$ cat config.mk
export PLATFORM = sky130hd
export DESIGN_NAME = axis_sig_sink
export DESIGN_NICKNAME = d
export VERILOG_FILES = /design/src/rtl/axis_sig_sink.sv
export SDC_FILE = /design/constraint.sdc
export NUM_CORES = 1
export LEC_CHECK = 0
export CORE_AREA = 2 2 93 95
export DETAILED_ROUTE_END_ITERATION = 12
export DIE_AREA = 0 0 95 97
export DONT_BUFFER_PORTS = 1
export HOLD_SLACK_MARGIN = 0.12
export PLACE_DENSITY_LB_ADDON = 0.25
export SETUP_SLACK_MARGIN = 0.2
export SKIP_LAST_GASP = 1
export SLEW_MARGIN = 40
export SYNTH_ARGS = -nofsm -noshare
export SYNTH_HDL_FRONTEND = slang
export SYNTH_SLANG_ARGS = --single-unit
$ cat constraint.sdc
create_clock -name clk -period 3.8 [get_ports clk]
set_clock_uncertainty 0.1 [all_clocks]
set_input_delay 0.76 -clock clk [delete_from_list [all_inputs] [get_ports clk]]
set_output_delay 0.76 -clock clk [all_outputs]
set_load 0.05 [all_outputs]
$ cat src/rtl/axis_sig_sink.sv
// Stream sink for the multiplier result: accepts z beats, folds them into a 64-bit MISR,
// checks tlast framing and counts packets, then freezes the signature once NPKT packets arrive.
module axis_sig_sink #(
  parameter int unsigned N          = 16,
  parameter int unsigned QW         = 64,
  parameter int unsigned NPKT       = 256,
  parameter logic [63:0] POLY       = 64'h800000000000000D,
  parameter int unsigned BP_MODE    = 0,
  parameter logic [15:0] BP_SEED    = 16'hACE1,
  localparam int unsigned PktW      = $clog2(NPKT + 1),
  localparam int unsigned BeatW     = $clog2(N)
) (
  input  logic            clk,
  input  logic            arstn,
  input  logic            start,
  input  logic [QW-1:0]   z_tdata,
  input  logic            z_tvalid,
  output logic            z_tready,
  input  logic            z_tlast,
  output logic [63:0]     signature,
  output logic [PktW-1:0] pkt_cnt,
  output logic            frame_err,
  output logic            done
);

  typedef enum logic [1:0] {StIdle, StRun, StDone} state_e;

  state_e           state_q, state_d;
  logic [63:0]      sig_q, sig_d;
  logic [PktW-1:0]  pkt_cnt_q, pkt_cnt_d;
  logic [BeatW-1:0] beat_cnt_q, beat_cnt_d;
  logic             frame_err_q, frame_err_d;
  logic [15:0]      lfsr_q, lfsr_d;
  logic             tready_q, tready_d;
  logic [63:0]      d64;
  logic             accept;
  logic             lfsr_fb;

  if (QW >= 64) begin : g_trunc
    assign d64 = z_tdata[63:0];
  end else begin : g_ext
    assign d64 = {{(64 - QW){1'b0}}, z_tdata};
  end

  assign accept  = z_tvalid & tready_q;
  // Fibonacci taps 16,14,13,11 expressed on a right-shifting register
  assign lfsr_fb = lfsr_q[0] ^ lfsr_q[2] ^ lfsr_q[3] ^ lfsr_q[5];

  always_comb begin
    state_d     = state_q;
    sig_d       = sig_q;
    pkt_cnt_d   = pkt_cnt_q;
    beat_cnt_d  = beat_cnt_q;
    frame_err_d = frame_err_q;
    lfsr_d      = lfsr_q;

    if ((BP_MODE != 0) && (state_q == StRun)) begin
      lfsr_d = {lfsr_fb, lfsr_q[15:1]};
    end

    unique case (state_q)
      StIdle, StDone: begin
        if (start) begin
          state_d     = StRun;
          sig_d       = '0;
          pkt_cnt_d   = '0;
          beat_cnt_d  = '0;
          frame_err_d = 1'b0;
        end
      end
      StRun: begin
        if (accept) begin
          sig_d = {sig_q[62:0], 1'b0} ^ (sig_q[63] ? POLY : 64'h0) ^ d64;
          if (z_tlast) begin
            if (beat_cnt_q != BeatW'(N - 1)) begin
              frame_err_d = 1'b1;
            end
            beat_cnt_d = '0;
            pkt_cnt_d  = pkt_cnt_q + PktW'(1);
            if (pkt_cnt_q == PktW'(NPKT - 1)) begin
              state_d = StDone;
            end
          end else if (beat_cnt_q == BeatW'(N - 1)) begin
            // Overlong packet: flag it but do not count a packet without tlast
            frame_err_d = 1'b1;
            beat_cnt_d  = '0;
          end else begin
            beat_cnt_d = beat_cnt_q + BeatW'(1);
          end
        end
      end
      default: state_d = StIdle;
    endcase

    // tready is registered from the next state so it drops with the final beat
    tready_d = (state_d == StRun) && ((BP_MODE == 0) || lfsr_d[0]);
  end

  always_ff @(posedge clk or negedge arstn) begin
    if (!arstn) begin
      state_q     <= StIdle;
      sig_q       <= '0;
      pkt_cnt_q   <= '0;
      beat_cnt_q  <= '0;
      frame_err_q <= 1'b0;
      lfsr_q      <= BP_SEED;
      tready_q    <= 1'b0;
    end else begin
      state_q     <= state_d;
      sig_q       <= sig_d;
      pkt_cnt_q   <= pkt_cnt_d;
      beat_cnt_q  <= beat_cnt_d;
      frame_err_q <= frame_err_d;
      lfsr_q      <= lfsr_d;
      tready_q    <= tready_d;
    end
  end

  assign z_tready  = tready_q;
  assign signature = sig_q;
  assign pkt_cnt   = pkt_cnt_q;
  assign frame_err = frame_err_q;
  assign done      = (state_q == StDone);

endmodule

* After elaboration in Yosys (flattened, before gate mapping) *
Index checks and enable logic that the tools add are counted.
Widths: inputs -> output; s select.

cells by class
  add/sub/neg operators = 2
  eq/ne operators = 11
  multiplexer cells = 24
  bitwise logic cells = 3
  reduce and logical (&&, ||, !) cells = 6

operators with widths
  cell                 count
  $mux 64              3
  $pmux 64 s2          1
  $xor 64x64->64       2
  $mux 9               3
  $pmux 9 s2           1
  $mux 4               4
  $add 9x1->9 const B  1
  $eq 9x8->1 const B   1
  $mux 2               4
  $pmux 4 s2           1
  $ne 2x2->1 const B   3
  $ne 3x3->1 const B   2
  $mux 1               5
  $reduce_and 5->1     1
  $add 4x1->4 const B  1
  $eq 2x1->1 const B   2
  $eq 4x4->1 const B   1
  $ne 4x4->1 const B   1
  $pmux 2 s2           1
  $reduce_and 4->1     1
  $reduce_and 3->1     1
  $eq 2x2->1 const B   1
  $logic_not 2->1      1
  $pmux 1 s2           1
  3 further kinds      3

word-level totals
  flip-flop bits (word level) = 81
  bits of input ports = 69
  output and inout bits = 76
  logic and storage cells = 52

* Logic depth before layout (Yosys ltp) *
Gate-level depths: netlist of the first run.

  word-level depth = 6
  mapped depth = 6
  mapped depth without buffers = 6

* Least setup slack after synthesis of the first run *
OpenSTA, ideal clock, no wires.

  kind = reg2out
  from = register state_q[0]
  to = output port done
  arrival time = 1178 ps
  path slack = 1762 ps
  stages on the path, launching flop included = 2
  path buffers = 0
  cell sequence = dfrtp_1 -> nor2b_1

between the ends
  cells in the longest elaborated chain, start to end = 1

ends and longest elaborated chain
  element                 RTL line  source
  from (decl)             28        state_e state_q, state_d;
  from (signal assigned)  101       state_q <= StIdle;
  from (signal assigned)  109       state_q <= state_d;
  $eq 2x2->1              123       assign done = (state_q == StDone);
  to (decl)               23        output logic done

Every way passes these cells.

* Worst setup path in the final report of the first run *
  from = register tready_q, in the netlist z_tready
  to = register sig_q[63], in the netlist signature[63]

between the ends
  cells in the longest elaborated chain, start to end = 3

ends and longest elaborated chain
  element                            RTL line  source
  from (decl)                        34        logic tready_q, tready_d;
  from (signal assigned)             115       tready_q <= tready_d;
  $and 1x1->1                        45        assign accept = z_tvalid & tready_q;
  $ne 2x2->1 (no source line)        --
  $reduce_and 3->1 (no source line)  --
  to (signal assigned)               110       sig_q <= sig_d;
  to (decl)                          29        logic [63:0] sig_q, sig_d;

Every way passes these cells.
A chain may end at the register's enable or synchronous reset.

==> out/qor.yml, run 1 <==
timing:
  finalHoldViolCount: 0
  min_period_over_period: 0.6422
  tns_ns: 0
  rsz0062_at_grt: "false"
  relSlewSlack: 0.5085
  period_minus_slack_ns: 2.440
  worst_slack_ns: 1.360
  setup_viol: 0
  worst-slew-pin-transition_ns: 0.7373
  max_freq_mhz: 409.8
  finalMaxSlewViolations: 0
yosys:
  synth-async-reset-ratio: 1.000
  synthXorXnorAreaFrac: 0.1339
  netlist.area_leader.share: 0.4626
  netlist_area_um2: 4382
  synth-compound-area-share: 0.2133
  synth.top_cells.by_count: "dfrtp_1, nand3_1, xnor2_1"
  yosys.area.top_type: "dfrtp_1"
  synth_top_family_by_area: "compound AO/OA/AOI/OAI gates"
  synth-edff-count: 0
  syn_inst: 382
  yosysMostFrequentCell: "dfrtp_1"
  synth_area_leaders: "dfrtp_1, o31ai_2, xnor2_1, nand3_1, buf_6"
  syn-num-nets: 454
  synthAdderAreaFrac: 0.008567
  yosysSeqAreaShare: 0.4626
  yosys.area_share.simple: 0.1274
  yosys_most_used_dff: "dfrtp_1"
  synth_mux_area_frac: 0.006853
  ys_types: 41
  synth-seq-cells: 81
  yosysWarnings: 0
  avgSynthCellArea_um2: 11.47
drt:
  viasPerCell: 6.230
  drt_iter0_drc: 106
  wl_per_cell_um: 19.95
  drt_first_pass_iters: 4
  num_vias: 2978
  drc: 0
  drt-total-wl_um: 9536
  ant_nets: 0
critical_path:
  reg2reg_to: "signature[63]"
  required_ns: 3.96
  r2r_start: "z_tready"
  ff2ff_path_depth: 4
  max_stage_delay_ns: 0.73
  slowest_stage: "dfrtp_1"
  crit_fanout: 41
  cp_num_buf_inv: 1
  start_kind: "flip-flop"
  critPathArrivalTime_ns: 2.60
  crit_path_end_kind: "flip-flop"
  crit_type: "reg2reg"
  reg2reg_slack_ns: 1.36
  cp.depth: 4
  crit_chain: "nand4b_4, buf_4, or3_1, o21ai_1"
  path_delay_family: "simple AND/OR/NAND/NOR gates"
finish:
  drive_above_1_share: 0.2306
  fin_cells: 478
  area_growth_pct: 6.339
  nFillCells: 696
  nets: 442
  diodes: 0
  fin_util: 0.5728
place:
  dp_cells: 463
  port-buffer-count: 0
  dp_slack_ns: 1.251
  place_congestion: 0.8018
  hpwl_um: 6414
floorplan:
  core_um2: 8134
  die_x_um: 95
  die_h_um: 97
  die-area_um2: 9215
  start_util: 0.5387
  fp-row-count: 33
  ios: 145
cts:
  numCtsBuffers: 9
  clock-root-buffer: "clkbuf_8"
  clock_path_buffers: 2
  cts_resized: 0
  clk-insertion-delay-late_ns: 0.34
  cts_tree: "done"
  post_cts_buffers: 0
  holdBufCountCts: 1
  cts.sinks: 81
  htreeDepth: 3
  clk_pin_slew_ns: 0.08
power_and_ir_drop:
  power_frac_comb: 0.230
  p_sw_frac: 0.5428
  power_density_nw_per_um2: 974.8
  p_seq_frac: 0.626
  power.internal_mw: 2.077
  ir_drop_mv: 0.4046
  clkPwrFrac: 0.144
  p_leak_nw: 1.813
  switchingPower_mw: 2.466
global_route:
  grt_max_degree: 82
  grt_pass1_wl_um: 15450
  grt_pass1_vias: 2978
  grt_overflow: 0
  grt_usage: 0.2106
  antenna_found_initial: 0
status:
  status: "complete, no violations"
job:
  maxCapViolCount: 0
min_path:
  hold_path_class: "in2async"
-- worst register-to-register path: cells and delay by family, from the launching register on --
| kind | cells | cell delay (ns) |
|---|---|---|
| AOI/OAI and AO/OA | 1 | 0.08 |
| buffers and inverters | 1 | 0.48 |
| DFF | 1 | 0.73 |
| and+or+nand+nor | 2 | 0.97 |
-- worst max-delay path by stage --
stage | slack (ns) | startpoint | to
finish | 1.36 | z_tready | signature[63]
global route | 1.20 | z_tready | signature[63]
CTS | 1.36 | z_tready | signature[63]
global placement | 1.07 | start | signature[0]
floorplan | 1.76 | state_q[0] | done
detailed placement | 1.25 | start | signature[35]
-- flip-flops by register name, summed over array words and instances, names as in the netlist --
| name | cells |
|---|---|
| pkt_cnt | 9 |
| state_q | 2 |
| frame_err | 1 |
| beat_cnt_q | 4 |
| z_tready | 1 |
| signature | 64 |
-- power groups by stage --
stage,Sequential [mW],Combinational (mW),Clock [mW]
final,2.84,1.04,0.656
after global routing,2.91,1.15,0.718
after CTS,2.85,1.06,0.674
after detailed placement,2.87,1.04,0
after global placement,2.86,0.987,0
after floorplan,2.75,0.913,0
-- layout make-up --
| class | instances | area (um^2) | area share |
|---|---|---|---|
| Clock inverter | 4 | 70.07 | 0.01504 |
| Clock buffer | 10 | 127.6 | 0.02739 |
| Tap cell | 105 | 131.4 | 0.02820 |
| Multi-Input combinational cell | 264 | 2168 | 0.4654 |
| Timing Repair Buffer | 8 | 112.6 | 0.02417 |
| Inverter | 6 | 22.52 | 0.004834 |
| Sequential cell | 81 | 2027 | 0.4350 |
-- cell families after synthesis --
| logic type | count (synthesis) |
|---|---|
| and+or+nand+nor | 102 |
| adders and majority gates | 3 |
| AOI/OAI and AO/OA | 89 |
| muxes | 3 |
| DFF | 81 |
| buffers and inverters | 37 |
| xor gates and xnor gates | 67 |
-- layout by cell type, fill, tap and decap left out, types with 3 or more instances in the layout --
| cell type | n |
|---|---|
| nand3_1 | 71 |
| buf_4 | 4 |
| xnor2_1 | 65 |
| ha_1 | 3 |
| nand2_1 | 6 |
| inv_1 | 6 |
| clkbuf_8 | 9 |
| or4_1 | 3 |
| mux2i_1 | 3 |
| a21oi_1 | 5 |
| o21ai_1 | 8 |
| o31ai_2 | 59 |
| o31ai_1 | 5 |
| dfrtp_1 | 81 |
-- through the flow --
stage          total power [mW]  hold WS [ns]  instance area, um^2
3_3_place_gp              3.846        0.3665                 4377
5_1_grt                   4.781        0.2386                 4659
4_1_cts                   4.582        0.2317                 4659
6_report                  4.542        0.2253                 4659
2_1_floorplan             3.659        0.3644                 4382
3_5_place_dp              3.904        0.3662                 4434
-- metal layers --
layer,vias to the layer above,wire length [um],track usage
met5,-,0,0
met4,0,131,0.06577
met3,12,871,0.06620
met2,118,4676,0.3366
met1,1486,3856,0.2717
li1,1362,-,-
Power figures use the tool's default switching activity.
==> run 2, diff against run 1 <==
==> constraint.sdc (replaced) <==
create_clock -name clk -period 2 [get_ports clk]
set_clock_uncertainty 0.1 [all_clocks]
set_input_delay 0.4 -clock clk [delete_from_list [all_inputs] [get_ports clk]]
set_output_delay 0.4 -clock clk [all_outputs]
set_load 0.05 [all_outputs]
==> run 2 against run 1 <==
The flow now finishes with violations (negative hold slack); flip-flop and latch count is the same; worst setup slack lost 1.0 ns; clock power grew to 2.6 times the previous value; final area grew 4.2%; sequential power grew 83%; first-iteration DRC count grew 71%; combinational power grew 110%; critical path type is now reg2out; register-to-register slack lost 1.0 ns; clock-buffer cell count grew 1; utilization grew 2.4 points; largest power group unchanged; via count grew 2.4%.
==> out/qor.yml, run 2 (same netlist as run 1, synthesis figures left out) <==
status:
  status: "finished with violations"  # was complete, no violations
  failed_checks: "negative hold slack"
cts:
  numCtsBuffers: 9  # unchanged
  clock_path_buffers: 2  # unchanged
  cts_tree: "done"  # unchanged
  htreeDepth: 3  # unchanged
  cts.sinks: 81  # unchanged
  post_cts_buffers: 0  # unchanged
  clock-root-buffer: "clkbuf_8"  # unchanged
  clk-insertion-delay-late_ns: 0.35  # was 0.34 ns
  clk_pin_slew_ns: 0.08  # about the same
  holdBufCountCts: 1  # unchanged
timing:
  tns_ns: 0  # unchanged
  period_minus_slack_ns: 1.682
  rsz0062_at_grt: "false"  # unchanged
  relSlewSlack: 0.5711  # was 0.5085
  finalMaxSlewViolations: 0  # unchanged
  finalHoldViolCount: 81  # was 0
  setup_viol: 0  # unchanged
  whs_ns: -0.3612  # was 0.2253 ns
  min_period_over_period: 0.8408
  max_freq_mhz: 594.7
  worst-slew-pin-transition_ns: 0.6433  # was 0.7373 ns
finish:
  drive_above_1_share: 0.2653  # was 0.2306
  area_growth_pct: 10.79  # was 6.339%
  diodes: 0  # unchanged
  final_common_cell: "dfrtp_1"  # unchanged
  nets: 459  # was 442
  seqCellArea_um2: 2028  # was 2027 um^2
  largest_register_ffs: 64  # unchanged
  most-common-layout-cells: "dfrtp_1, nand3_1, xnor2_1, o31ai_2, buf_4"  # was dfrtp_1, nand3_1, xnor2_1, o31ai_2, clkbuf_8
  nFillCells: 681  # was 696
  multiInputGateArea_um2: 2166  # was 2168 um^2
critical_path:
  slowest_stage: "dfrtp_2"  # was dfrtp_1
  crit_chain: "nor2b_1, buf_4"  # was nand4b_4, buf_4, or3_1, o21ai_1
  crit_type: "reg2out"  # was reg2reg
  crit_fanout: 9  # was 41
  reg2reg_to: "signature[0]"  # was signature[63]
  crit_path_end_kind: "output pin"  # was flip-flop
  required_ns: 1.50  # was 3.96 ns
  ff2ff_path_depth: 4  # unchanged
  r2r_start: "state_q[0]"  # was z_tready
  start_kind: "flip-flop"  # unchanged
  critPathArrivalTime_ns: 1.18  # was 2.60 ns
  reg2reg_slack_ns: 0.33  # was 1.36 ns
  max_stage_delay_ns: 0.48  # was 0.73 ns
global_route:
  grt_max_degree: 82  # unchanged
  antenna_found_initial: 0  # unchanged
  grt_usage: 0.2121  # was 0.2106
  grt_pass1_wl_um: 15500  # was 15450 um
  grt_pass1_vias: 3131  # was 2978
  grt_overflow: 0  # unchanged
drt:
  wl_per_cell_um: 19.11  # was 19.95 um
  viasPerCell: 6.137  # was 6.230
  ant_nets: 0  # unchanged
  drc: 0  # unchanged
  drt-total-wl_um: 9497  # was 9536 um
  drt_iter0_drc: 181  # was 106
  drt_first_pass_iters: 4  # unchanged
  num_vias: 3050  # was 2978
place:
  hpwl_um: 6509  # was 6414 um
  port-buffer-count: 0  # unchanged
  place_congestion: 0.7987  # was 0.8018
power_and_ir_drop:
  power.internal_mw: 4.448  # was 2.077 mW
  power_frac_comb: 0.244  # was 0.230
  ir_drop_mv: 0.8471  # was 0.4046 mV
  p_seq_frac: 0.570  # was 0.626
  p_sw_frac: 0.5129  # was 0.5428
  p_leak_nw: 1.934  # was 1.813 nW
  switchingPower_mw: 4.685  # was 2.466 mW
  clkPwrFrac: 0.186  # was 0.144
  power_density_nw_per_um2: 1881  # was 974.8 nW/um^2
job:
  maxCapViolCount: 0  # unchanged
floorplan:
  ios: 145  # unchanged
  start_util: 0.5387  # unchanged
  die_h_um: 97  # unchanged
  die_x_um: 95  # unchanged
  die-area_um2: 9215  # unchanged
  core_um2: 8134  # unchanged
  fp-row-count: 33  # unchanged
min_path:
  hold_path_class: "in2async"  # unchanged
## run 2: changes by cell type in the layout (fill, tap and decap cells not counted), sizes merged
cell	change
bufinv	+3
dlygate4sd3	+1
clkbuf	+1
clkinv	-2
buf	+16
## run 2: power groups by stage
stage	Combinational [mW]	Sequential, mW	Clock (mW)
6_report	2.23	5.21	1.69
5_1_grt	2.45	5.33	1.82
4_1_cts	2.26	5.22	1.74
3_5_place_dp	2.26	5.26	0
3_3_place_gp	2.18	5.23	0
2_1_floorplan	1.74	5.22	0
## run 2: worst max-delay path by stage
| stage | from | end | slack, ns |
|---|---|---|---|
| 2_1_floorplan | pkt_cnt[1] | pkt_cnt[4] | 0.24 |
| 3_3_place_gp | state_q[0] | signature[45] | 0.33 |
| 4_1_cts | state_q[0] | signature[1] | 0.25 |
| 3_5_place_dp | state_q[0] | signature[0] | 0.26 |
| 5_1_grt | state_q[0] | signature[0] | 0.24 |
| 6_report | state_q[0] | done | 0.32 |
## run 2: final cells by class
type | count | share of cell area
sequential | 81 | 0.4178
clock inverter | 5 | 0.03093
timing repair buffer | 25 | 0.04433
tap | 105 | 0.02706
clock buffer | 11 | 0.02912
multi-input combinational | 264 | 0.4461
inverter | 6 | 0.004639
## run 2: per-layer routing
layer  up-vias  GRT usage  routed length (um)
met5         -          0                   0
met1      1503     0.2652                3989
met3        16    0.07321                 806
met2       133     0.3312                4495
met4         0    0.09030                 205
li1       1398          -                   -
## run 2: repair_timing
action	4_1_cts	5_1_grt
endpoints found under the setup margin	0	50
gates resized for setup	0	1
endpoints found under the hold margin	82	81
## run 2: critical path, delay by kind of cell, from the launching register on
family / cells / cell delay [ns]
buf+inv: 1 / 0.22
flops: 1 / 0.48
simple gates: 1 / 0.13
## run 2: metrics by stage
step	total power, mW	cell area (um^2)	cells	util	worst slack [ns]
4_1_cts	9.217	4853	497	0.5967	0.2533
5_1_grt	9.599	4855	497	0.5968	0.2414
2_1_floorplan	6.953	4382	382	-	0.2364
3_3_place_gp	7.415	4552	480	0.5596	0.3326
6_report	9.133	4855	497	0.5968	0.3184
3_5_place_dp	7.511	4552	480	0.5596	0.2624
==> run 3, diff against run 2 <==
==> constraint.sdc (replaced) <==
create_clock -name clk -period 1.71 [get_ports clk]
set_clock_uncertainty 0.1 [all_clocks]
set_input_delay 0.342 -clock clk [delete_from_list [all_inputs] [get_ports clk]]
set_output_delay 0.342 -clock clk [all_outputs]
set_load 0.05 [all_outputs]
==> run 3 against run 2 <==
The flow still finishes with violations (negative hold slack); first-iteration DRC count fell by 44%; highest routed layer unchanged; largest power group unchanged; cell count rose by 18%; critical path depth is 2 higher; register-to-register slack worse by 0.24 ns; via count increased by 12%; clock power shrank 9%; hold slack got worse by 0.064 ns; global-route usage grew 2.6 points; sequential power rose by 11%; wire length increased by 21%.
==> out/qor.yml, run 3 (same netlist as run 1, synthesis figures left out) <==
drt:
  drc: 0  # unchanged
  drt-total-wl_um: 11490  # was 9497 um
  wl_per_cell_um: 19.53  # was 19.11 um
  num_vias: 3425  # was 3050
  drt_iter0_drc: 101  # was 181
  wl_met3_um: 743  # was 806 um
  highest_layer: "met4"  # unchanged
  viasPerCell: 5.825  # was 6.137
  drt_first_pass_iters: 5  # was 4
  wl_met2_um: 5882  # was 4495 um
  ant_nets: 0  # unchanged
  wl_met1_um: 4694  # was 3989 um
floorplan:
  start_util: 0.5387  # unchanged
  fp-row-count: 33  # unchanged
  core_um2: 8134  # unchanged
  die_h_um: 97  # unchanged
  die-area_um2: 9215  # unchanged
  ios: 145  # unchanged
  die_x_um: 95  # unchanged
timing:
  tns_ns: 0  # unchanged
  min_period_over_period: 0.9488
  worst-slew-pin-transition_ns: 0.5740  # was 0.6433 ns
  whs_ns: -0.4249  # was -0.3612 ns
  relSlewSlack: 0.6173  # was 0.5711
  rsz0062_at_grt: "true"  # was false
  setup_viol: 0  # unchanged
  period_minus_slack_ns: 1.622
  max_freq_mhz: 616.3
  finalMaxSlewViolations: 0  # unchanged
  finalHoldViolCount: 81  # unchanged
finish:
  drive_above_1_share: 0.3913  # was 0.2653
  largest_register_ffs: 64  # unchanged
  nFillCells: 573  # was 681
  area_growth_pct: 35.12  # was 10.79%
  most-common-layout-cells: "nand3_1, xnor2_1, o31ai_2, dlygate4sd3_1, dfrtp_1"  # was dfrtp_1, nand3_1, xnor2_1, o31ai_2, buf_4
  nets: 550  # was 459
  diodes: 0  # unchanged
  final_common_cell: "nand3_1"  # was dfrtp_1
cts:
  clock-root-buffer: "clkbuf_8"  # unchanged
  numCtsBuffers: 9  # unchanged
  cts_tree: "done"  # unchanged
  clock_path_buffers: 2  # unchanged
  htreeDepth: 3  # unchanged
  clk-insertion-delay-late_ns: 0.35  # about the same
  cts.sinks: 81  # unchanged
  clk_pin_slew_ns: 0.09  # was 0.08 ns
critical_path:
  crit_type: "reg2reg"  # was reg2out
  start_kind: "flip-flop"  # unchanged
  critPathArrivalTime_ns: 1.80  # was 1.18 ns
  r2r_start: "state_q[0]"  # unchanged
  crit_path_end_kind: "flip-flop"  # was output pin
  required_ns: 1.89  # was 1.50 ns
  crit_start: "state_q[0]"  # unchanged
  crit_fanout: 8  # was 9
place:
  place_congestion: 0.8254  # was 0.7987
  hpwl_um: 6604  # was 6509 um
  port-buffer-count: 0  # unchanged
status:
  failed_checks: "negative hold slack"  # unchanged
  status: "finished with violations"  # unchanged
global_route:
  antenna_found_initial: 0  # unchanged
  grt_usage: 0.2377  # was 0.2121
  grt_max_degree: 82  # unchanged
  grt_overflow: 0  # unchanged
  grt_pass1_wl_um: 17370  # was 15500 um
  grt_pass1_vias: 3484  # was 3131
min_path:
  hold_path_class: "in2async"  # unchanged
power_and_ir_drop:
  power.total_mw: 10.96  # was 9.133 mW
  power_density_nw_per_um2: 1851  # was 1881 nW/um^2
  ir_drop_mv: 1.288  # was 0.8471 mV
  p_leak_nw: 2.347  # was 1.934 nW
job:
  maxCapViolCount: 0  # unchanged
-- run 3: area by class of cell --
class | instances | area (um^2) | area share
clock inverters | 5 | 81.33 | 0.01374
inverters | 6 | 22.52 | 0.003804
clock buffers | 11 | 131.4 | 0.02219
multi-input cells | 264 | 2260 | 0.3817
well taps | 105 | 131.4 | 0.02219
repair buffers | 116 | 1224 | 0.2067
flip-flops and latches | 81 | 2071 | 0.3497
-- run 3: metrics by stage --
| stage | instance area (um^2) | setup slack (ns) | util | instances | hold slack [ns] |
|---|---|---|---|---|---|
| floorplan | 4417 | 0.1419 | - | 382 | -0.05359 |
| global placement | 4761 | 0.1138 | 0.5853 | 497 | -0.05031 |
| detailed placement | 4761 | 0.07061 | 0.5853 | 497 | -0.05103 |
| CTS | 5623 | 0.1323 | 0.6913 | 576 | -0.4359 |
| global route | 5921 | 0.04247 | 0.7279 | 588 | -0.4503 |
| finish | 5921 | 0.08752 | 0.7279 | 588 | -0.4249 |
-- run 3: worst max-delay path, cell delays in order (launching register included) --
cell	delay, ns
dfrtp_2	0.45
buf_6	0.14
nand4b_4	0.17
or4_4	0.53
a21oi_2	0.16
-- run 3: power by group --
part / internal, mW / switching (mW) / leakage [nW]
Sequential: 2.72 / 3.04 / 0.975
Clock: 0.824 / 0.706 / 0.104
Combinational: 1.71 / 1.96 / 1.27
-- run 3: repair_timing --
item                                    CTS  global route
hold buffers                             58             2
resized for setup                         6            48
endpoints found under the setup margin   74            98
hold endpoints to repair                139            83
buffers inserted                          4             5
cloned                                    1             5
-- run 3: final timing paths --
path / to / slack, ns / depth (start not counted)
max: pkt_cnt[5] / 0.09 / 4
min: pkt_cnt[1] / -0.42 / 0
max reg2reg: pkt_cnt[5] / 0.09 / 4
min reg2reg: beat_cnt_q[0] / 0.42 / 1
max in group asynchronous: signature[19] / 1.81 / 0
min in group clk: signature[60] / 0.13 / 2
-- run 3: metal layers --
layer	track usage	up-vias
met5	0	-
met4	0.08138	0
met3	0.05685	13
met2	0.3950	122
met1	0.3008	1703
li1	-	1587
